`src/rtl/alu_pkg.sv`:
```
// Shared types for the ALU issue path: opcode constants, ALU op codes,
// the decoded issue entry and the issue buffer occupancy state.
package alu_pkg;

  localparam logic [6:0] OPC_OP     = 7'b0110011;
  localparam logic [6:0] OPC_OP_IMM = 7'b0010011;
  localparam logic [6:0] OPC_LUI    = 7'b0110111;
  localparam logic [6:0] OPC_AUIPC  = 7'b0010111;

  typedef enum logic [2:0] {
    ALU_ADD  = 3'b000,
    ALU_SLL  = 3'b001,
    ALU_SLT  = 3'b010,
    ALU_SLTU = 3'b011,
    ALU_XOR  = 3'b100,
    ALU_SRL  = 3'b101,
    ALU_OR   = 3'b110,
    ALU_AND  = 3'b111
  } alu_op_t;

  typedef struct packed {
    logic [31:0] alu_a;
    logic [31:0] alu_b;
    alu_op_t     alu_op;
    logic        alu_sub;
    logic [4:0]  rd;
    logic [31:0] pc;
    logic        illegal;
  } issue_entry_t;

  // Encoding equals the entry count, so the state doubles as the count.
  typedef enum logic [1:0] {
    ST_EMPTY = 2'd0,
    ST_ONE   = 2'd1,
    ST_FULL  = 2'd2
  } fifo_state_t;

endpackage

```
`src/rtl/alu_decode.sv`:
```
// Combinational decode of OP, OP-IMM, LUI and AUIPC into an issue entry;
// anything else becomes an illegal entry with zero operands.
module alu_decode
  import alu_pkg::*;
(
  input  logic [31:0]  instr,
  input  logic [31:0]  pc,
  input  logic [31:0]  rs1_data,
  input  logic [31:0]  rs2_data,
  output issue_entry_t entry
);

  logic [31:0] imm_i;
  logic [31:0] imm_u;
  logic [2:0]  funct3;

  assign imm_i  = {{20{instr[31]}}, instr[31:20]};
  assign imm_u  = {instr[31:12], 12'b0};
  assign funct3 = instr[14:12];

  always_comb begin
    entry         = '0;
    entry.rd      = instr[11:7];
    entry.pc      = pc;
    entry.alu_op  = ALU_ADD;
    case (instr[6:0])
      OPC_OP: begin
        entry.alu_a   = rs1_data;
        entry.alu_b   = rs2_data;
        entry.alu_op  = alu_op_t'(funct3);
        entry.alu_sub = ((funct3 == 3'b000) || (funct3 == 3'b101)) ? instr[30] : 1'b0;
      end
      OPC_OP_IMM: begin
        // No SUBI exists, so only the shift-right form reads instr[30].
        entry.alu_a   = rs1_data;
        entry.alu_b   = imm_i;
        entry.alu_op  = alu_op_t'(funct3);
        entry.alu_sub = (funct3 == 3'b101) ? instr[30] : 1'b0;
      end
      OPC_LUI: begin
        entry.alu_b = imm_u;
      end
      OPC_AUIPC: begin
        entry.alu_a = pc;
        entry.alu_b = imm_u;
      end
      default: begin
        entry.illegal = 1'b1;
      end
    endcase
  end

endmodule

```
`src/rtl/alu_issue_stage.sv`:
```
// Decode/issue stage in front of the RV32I ALU: decodes incoming instructions
// and buffers up to two decoded entries behind a valid/ready output port.
//
// Handshake: a transfer happens on a rising edge where valid && ready; the
// sender holds its payload stable while valid && !ready; ready/valid here are
// derived only from registered state.
module alu_issue_stage
  import alu_pkg::*;
#(
  parameter int DEPTH = 2
) (
  input  logic        clk,
  input  logic        rst,
  input  logic        flush,
  input  logic        in_valid,
  output logic        in_ready,
  input  logic [31:0] in_instr,
  input  logic [31:0] in_pc,
  input  logic [31:0] in_rs1_data,
  input  logic [31:0] in_rs2_data,
  output logic        out_valid,
  input  logic        out_ready,
  output logic [31:0] alu_a,
  output logic [31:0] alu_b,
  output logic [2:0]  alu_op,
  output logic        alu_sub,
  output logic [4:0]  out_rd,
  output logic [31:0] out_pc,
  output logic        out_illegal,
  output logic [1:0]  dbg_state
);

  issue_entry_t dec_entry;
  issue_entry_t mem [DEPTH];
  issue_entry_t head_entry;
  fifo_state_t  state;
  logic         head_ptr;
  logic         tail_ptr;
  logic         push;
  logic         pop;

  alu_decode u_decode (
    .instr    (in_instr),
    .pc       (in_pc),
    .rs1_data (in_rs1_data),
    .rs2_data (in_rs2_data),
    .entry    (dec_entry)
  );

  assign in_ready  = (state != ST_FULL);
  assign out_valid = (state != ST_EMPTY);
  assign push      = in_valid && in_ready;
  assign pop       = out_valid && out_ready;
  assign dbg_state = state;

  always_ff @(posedge clk) begin
    if (rst || flush) begin
      state    <= ST_EMPTY;
      head_ptr <= 1'b0;
      tail_ptr <= 1'b0;
      // Storage is only cleared on reset so the idle outputs read zero.
      if (rst) begin
        mem[0] <= '0;
        mem[1] <= '0;
      end
    end else begin
      if (push) begin
        mem[tail_ptr] <= dec_entry;
        tail_ptr      <= ~tail_ptr;
      end
      if (pop) begin
        head_ptr <= ~head_ptr;
      end
      case (state)
        ST_EMPTY: if (push) state <= ST_ONE;
        ST_ONE: begin
          if (push && !pop)      state <= ST_FULL;
          else if (pop && !push) state <= ST_EMPTY;
        end
        ST_FULL:  if (pop && !push) state <= ST_ONE;
        default:  state <= ST_EMPTY;
      endcase
    end
  end

  assign head_entry  = mem[head_ptr];
  assign alu_a       = head_entry.alu_a;
  assign alu_b       = head_entry.alu_b;
  assign alu_op      = head_entry.alu_op;
  assign alu_sub     = head_entry.alu_sub;
  assign out_rd      = head_entry.rd;
  assign out_pc      = head_entry.pc;
  assign out_illegal = head_entry.illegal;

endmodule

```
`config.mk`:
```
export PLATFORM = sky130hd
export DESIGN_NAME = alu_issue_stage
export DESIGN_NICKNAME = d
export VERILOG_FILES = /design/src/rtl/alu_pkg.sv /design/src/rtl/alu_decode.sv /design/src/rtl/alu_issue_stage.sv
export SDC_FILE = /design/constraint.sdc
export NUM_CORES = 1
export LEC_CHECK = 0
export ABC_AREA = 1
export BUFFER_PORTS_ARGS = -buffer_cell sky130_fd_sc_hd__buf_2
export CORE_AREA = 2 2 197 199
export DETAILED_ROUTE_END_ITERATION = 6
export DIE_AREA = 0 0 199 201
export HOLD_SLACK_MARGIN = 0.06
export PLACE_DENSITY_LB_ADDON = 0.05
export SLEW_MARGIN = 20
export SYNTH_ARGS = -nofsm -noshare
export SYNTH_HDL_FRONTEND = slang
export SYNTH_HIERARCHICAL = 1
export SYNTH_SLANG_ARGS = --single-unit
```
`constraint.sdc`:
```
create_clock -name clk -period 4.9 [get_ports clk]
set_input_delay 0.49 -clock clk [delete_from_list [all_inputs] [get_ports clk]]
set_output_delay 0.49 -clock clk [all_outputs]
set_load 0.01 [all_outputs]
```
==> impl_metrics.ini, run 1 <==
[finish]
layout.nets = 1325
utilization = 0.342
seqCellArea_um2 = 6470
fin_cells = 1727
drive_gt1_frac = 0.358
area_growth_pct = 20.3
nFillCells = 3991
multi_input_area_um2 = 3230

[clock_network]
cts_buffers = 28
cts_resized = 0
clock_sinks = 217
clk_pin_slew_ns = 0.06
holdBufCountCts = 0
cts_setup_buffers = 0
root_buffer = clkbuf_16
cts_tree = built
cts_max_level = 1
clock_path_buffers = 3
clk-insertion-delay-late_ns = 0.54

[synth]
synth_edf_count = 212
netlist.area_leader.share = 0.588
synthTopCellsByArea = edfxtp_1 59%, mux2_2 11%, nor2_1 7.3%, nand3_1 5.9%, inv_1 4.2%
synthArstFlopShare = 0
yosysUniqueCellTypes = 24
synth_seq_cells = 217
synth_cells = 1002
synth_warnings = 6
synth_area_per_cell_um2 = 10.8
ys.flop_type = edfxtp_1
synth.largest_area_cell = edfxtp_1
yosysSeqAreaShare = 0.597
syn_nets = 1137
syn_area_um2 = 10800

[critical_path]
crit_cells = 3
cp-end-kind = output port
critPathKind = reg -> out
critPathSlowestCell = dfxtp_4
r2r_cells = 6
cp.required_ns = 4.41
critPathBufInv = 2
arrival_ns = 2.47
critPathTopFamily = flip-flops
timing.rr.start = dbg_state[1]
crit_fanout = 62
critPathLaunchType = flop
crit_chain = buf_12 -> mux2_2 -> buf_2
rrSetupSlack_ns = 2.23
r2r_end = mem[1][4]
crit_end = alu_a[19]
max_stage_delay_ns = 0.98

[timing]
finalSetupViolCount = 0
timing.final.crit_share = 0.605
worst_slack_ns = 1.94
fmax_mhz = 337
maxSlewViolCount = 0
rsz0062_at_grt = false
worstMarginPinSlew_ns = 1.02
clock_skew_ns = 0.0121
hold_viol_final = 0
min_period_ns = 2.96
holdWs_ns = 0.265
relSlewSlack = 0.321
setup_tns_ns = 0

[power]
p_per_area_nw_per_um2 = 344
irDropWorstVdd_v = 0.000254
swShare = 0.232
seq_power_share = 0.480
p_clk_frac = 0.435
leakage_nw = 5.35
p_int_mw = 3.44
combPwrFrac = 0.085
power_switching_mw = 1.04

[drt]
drc = 0
wirelength_um = 32500
ant_nets = 0
first_iter_violations = 392
post_drt_wl_per_cell_um = 18.8
vias_per_cell = 4.36
drt_pass1_iterations = 4
via_count = 7532

[run]
maxCapViolCount = 0

[global_route]
grt_pass1_vias = 7492
grtUsageTotal = 0.160
overflow = 0
grt_pass1_wl_um = 47500
antenna_found_initial = 2
grt_max_degree = 68

[floorplanning]
rows = 72
dieArea_um2 = 40000
core_region_area_um2 = 38100
io_pins = 243
die_y_um = 201
die_x_um = 199
start_util = 0.284

[placed_design]
numPortBuffers = 242
preCtsSetupSlack_ns = 1.80
dpl.cell_count = 1678
dpl.hpwl_um = 20400
place.gp.congestion = 0.770

[min_path]
hold_class = in -> reg

[status]
run_status = finished clean
==> through the flow <==
stage / cell area, µm² / power (mW)
after floorplan: 10800 / 2.40
after global placement: 12200 / 2.58
after detailed placement: 12200 / 2.58
after CTS: 13000 / 4.57
after global routing: 13000 / 4.66
final: 13000 / 4.48
==> layout make-up <==
cell class	instances	area share
clock inverter	12	0.00846
sequential	217	0.497
tap	518	0.0498
timing repair buffer	254	0.103
multi-input combinational	562	0.248
clock buffer	35	0.0575
antenna	2	0.000384
inverter	127	0.0366
==> tightest hold or removal path: stages <==
cell and delay [ns]:
buf_2 0.08, inv_1 0.04, nor2_1 0.09
==> cells in the mapped netlist (all sizes together), types with 2 or more instances <==
cell	number
dfxtp	5
nand3	128
a21oi	4
ha	2
nor2	229
edfxtp	212
inv	127
nor3	2
buf	94
mux2	106
clkbuf	2
nand2	89
==> power groups by stage <==
| stage | Sequential (mW) | Clock, mW | Combinational [mW] |
|---|---|---|---|
| after floorplan | 2.19 | 0 | 0.214 |
| after global placement | 2.19 | 0 | 0.396 |
| after detailed placement | 2.19 | 0 | 0.391 |
| after CTS | 2.15 | 2.02 | 0.393 |
| after global routing | 2.16 | 2.08 | 0.415 |
| final | 2.15 | 1.95 | 0.381 |
==> worst min path at each step <==
stage / to / startpoint / cells after the start / slack (ns)
floorplan: flop / head_ptr / 2 / 0.47
global placement: head_ptr / head_ptr / 2 / 0.51
detailed placement: head_ptr / head_ptr / 2 / 0.53
CTS: mem[1][37] / in_instr[11] / 3 / 0.23
global route: mem[1][37] / in_instr[11] / 3 / 0.25
finish: mem[0][37] / in_instr[11] / 3 / 0.26
==> flip-flops by register name, indices dropped and copies added, names as in the netlist, named ones only <==
| register | flops |
|---|---|
| dbg_state | 2 |
| mem | 212 |
| tail_ptr | 1 |
| head_ptr | 1 |
==> per-layer routing <==
metal	vias to the layer above	track usage	routed length, µm
met5	-	0	0
met4	0	0.0517	825
met3	45	0.0259	1640
met2	206	0.243	14400
met1	3626	0.233	15700
li1	3655	-	-
==> placed cells by master (no fill, tap or decap), drive strengths merged <==
cell and instances:
nor3 2, buf 254, nand4 1, a21oi 4
mux2 106, nand3b 1, nand3 128, ha 2
inv 128, nand2 89, clkbuf 35, edfxtp 212
diode 2, bufinv 2, nor2 229, clkinv 9
dfxtp 5
==> cell families (layout without fill, tap and decap cells) <==
family | count (synthesis) | count (layout) | share of synthesized area
multiplexers | 106 | 106 | 0.110
AND/OR/NAND/NOR | 450 | 450 | 0.181
AO/OA/AOI/OAI | 4 | 4 | 0.00185
adder cells (fa/ha/maj) | 2 | 2 | 0.00231
other | 0 | 2 | 0
buffers and inverters | 223 | 428 | 0.108
flip-flops | 217 | 217 | 0.597
(Power assumes the default switching activity.)
==> run 2: changes to the inputs <==
clock period = 3 ns   (was 4.9 ns; I/O delays follow)
==> run 2 against run 1 <==
Non-clock buffer count increased by 13. Final cell count increased by 0.93%. Sequential cell count unchanged. Largest power group unchanged. Critical path depth unchanged. Sequential power increased by 63%. Cell area increased by 1.5%. Register-to-register slack got worse by 0.97 ns. Sequential share of layout area decreased by 0.72 points. Clock power increased by 63%. Combinational power increased by 69%.
==> impl_metrics.ini, run 2 (synthesized netlist as in run 1, its figures left out) <==
[timing]
rsz0062_at_grt = false
setup_tns_ns = 0
hold_viol_final = 0
maxSlewViolCount = 0
fmax_mhz = 468
finalSetupViolCount = 0
worstMarginPinSlew_ns = 0.658
clock_skew_ns = 0.0183
min_period_ns = 2.14
relSlewSlack = 0.561
timing.final.crit_share = 0.713

[min_path]
whs_endpoint = mem[1][33]
hold_path_depth = 3
hold_class = in -> reg
hp-start = in_instr[7]

[clock_network]
clk_pin_slew_ns = 0.06
cts_tree = built
clk-insertion-delay-late_ns = 0.54
clock_path_buffers = 3
cts_max_level = 1
cts_buffers = 27
root_buffer = clkbuf_16
holdBufCountCts = 6
cts_setup_buffers = 0
clock_sinks = 217
cts_resized = 0

[floorplanning]
io_pins = 243
core_region_area_um2 = 38100
die_x_um = 199
rows = 72
dieArea_um2 = 40000
die_y_um = 201
start_util = 0.284

[placed_design]
numPortBuffers = 242
dpl.hpwl_um = 20300
place.gp.congestion = 0.763

[critical_path]
cp.required_ns = 2.70
crit_chain = buf_12 -> mux2_2 -> buf_2
arrival_ns = 1.84
rrSetupSlack_ns = 1.26
critPathBufInv = 2
timing.rr.start = dbg_state[1]
crit_fanout = 54
critPathTopFamily = multiplexers
critPathKind = reg -> out
critPathLaunchType = flop
cp-end-kind = output port
r2r_end = mem[1][70]
max_stage_delay_ns = 0.42
critPathSlowestCell = mux2_2
r2r_cells = 6

[finish]
final_common_cell = buf_2
utilization = 0.347
nFillCells = 3947
top_register = mem
largest_reg_flops = 212
layout.nets = 1337
area_growth_pct = 22.1
most-common-layout-cells = 242 x buf_2, 212 x edfxtp_1, 211 x nor2_1, 127 x nand3_1, 121 x inv_1
drive_gt1_frac = 0.361

[global_route]
grt_pass1_vias = 7848
grt_max_degree = 108
grtUsageTotal = 0.160
overflow = 0
antenna_found_initial = 5
grt_pass1_wl_um = 48400

[drt]
post_drt_wl_per_cell_um = 18.4
ant_nets = 0
via_count = 7610
drc = 0
wirelength_um = 32100
first_iter_violations = 355
vias_per_cell = 4.37
drt_pass1_iterations = 5

[power]
irDropWorstVdd_v = 0.000371
leakage_nw = 5.43
fin_total_pwr_mw = 7.33
p_per_area_nw_per_um2 = 555

[status]
run_status = finished clean

[run]
maxCapViolCount = 0
run 2: layout make-up:
| cell class | instances | area (µm²) | share of cell area |
|---|---|---|---|
| inverters | 127 | 477 | 0.0361 |
| diodes | 2 | 5.00 | 0.000379 |
| clock inverters | 20 | 173 | 0.0131 |
| multi-input cells | 562 | 3240 | 0.245 |
| well taps | 518 | 648 | 0.0490 |
| repair buffers | 267 | 1510 | 0.115 |
| flip-flops and latches | 217 | 6470 | 0.490 |
| clock buffers | 30 | 687 | 0.0520 |
run 2: worst max path at each step:
| stage | endpoint | from | depth (start not counted) | slack, ns |
|---|---|---|---|---|
| finish | alu_a[20] | flop | 3 | 0.86 |
| global route | alu_a[20] | flop | 3 | 0.78 |
| CTS | alu_b[26] | flop | 3 | 0.83 |
| detailed placement | mem[0][62] | in_instr[2] | 8 | 0.74 |
| global placement | mem[0][73] | in_instr[2] | 8 | 0.79 |
| floorplan | mem[0][0] | dbg_state[0] | 6 | 0.28 |
run 2: worst register-to-register path, delay by kind of cell (launching register included):
family / cells / cell delay (ns)
DFF: 1 / 0.46
and+or+nand+nor: 4 / 0.46
buffers and inverters: 2 / 0.56
run 2: per-stage QoR:
step                area [µm²]  worst slack, ns  std cells  hold slack, ns
floorplan                10800            0.276       1002           0.467
global placement         12300            0.788       1685           0.484
detailed placement       12300            0.738       1685           0.488
CTS                      13200            0.826       1741          0.0635
global route             13200            0.782       1742          0.0892
finish                   13200            0.862       1743          0.0922
run 2: power by group:
part           internal, mW  leakage (nW)  switching [mW]
clock                  1.90         0.426            1.29
combinational         0.249          2.80           0.393
sequential             3.47          2.21          0.0315
run 2: per-layer routing:
layer | up-vias | share of wire | wire length [µm] | global-route usage
met5 | - | 0.0013 | 41 | 0
met4 | 6 | 0.017 | 535 | 0.0410
met3 | 37 | 0.062 | 1980 | 0.0365
met2 | 210 | 0.46 | 14700 | 0.249
met1 | 3673 | 0.46 | 14800 | 0.225
li1 | 3684 | - | - | -
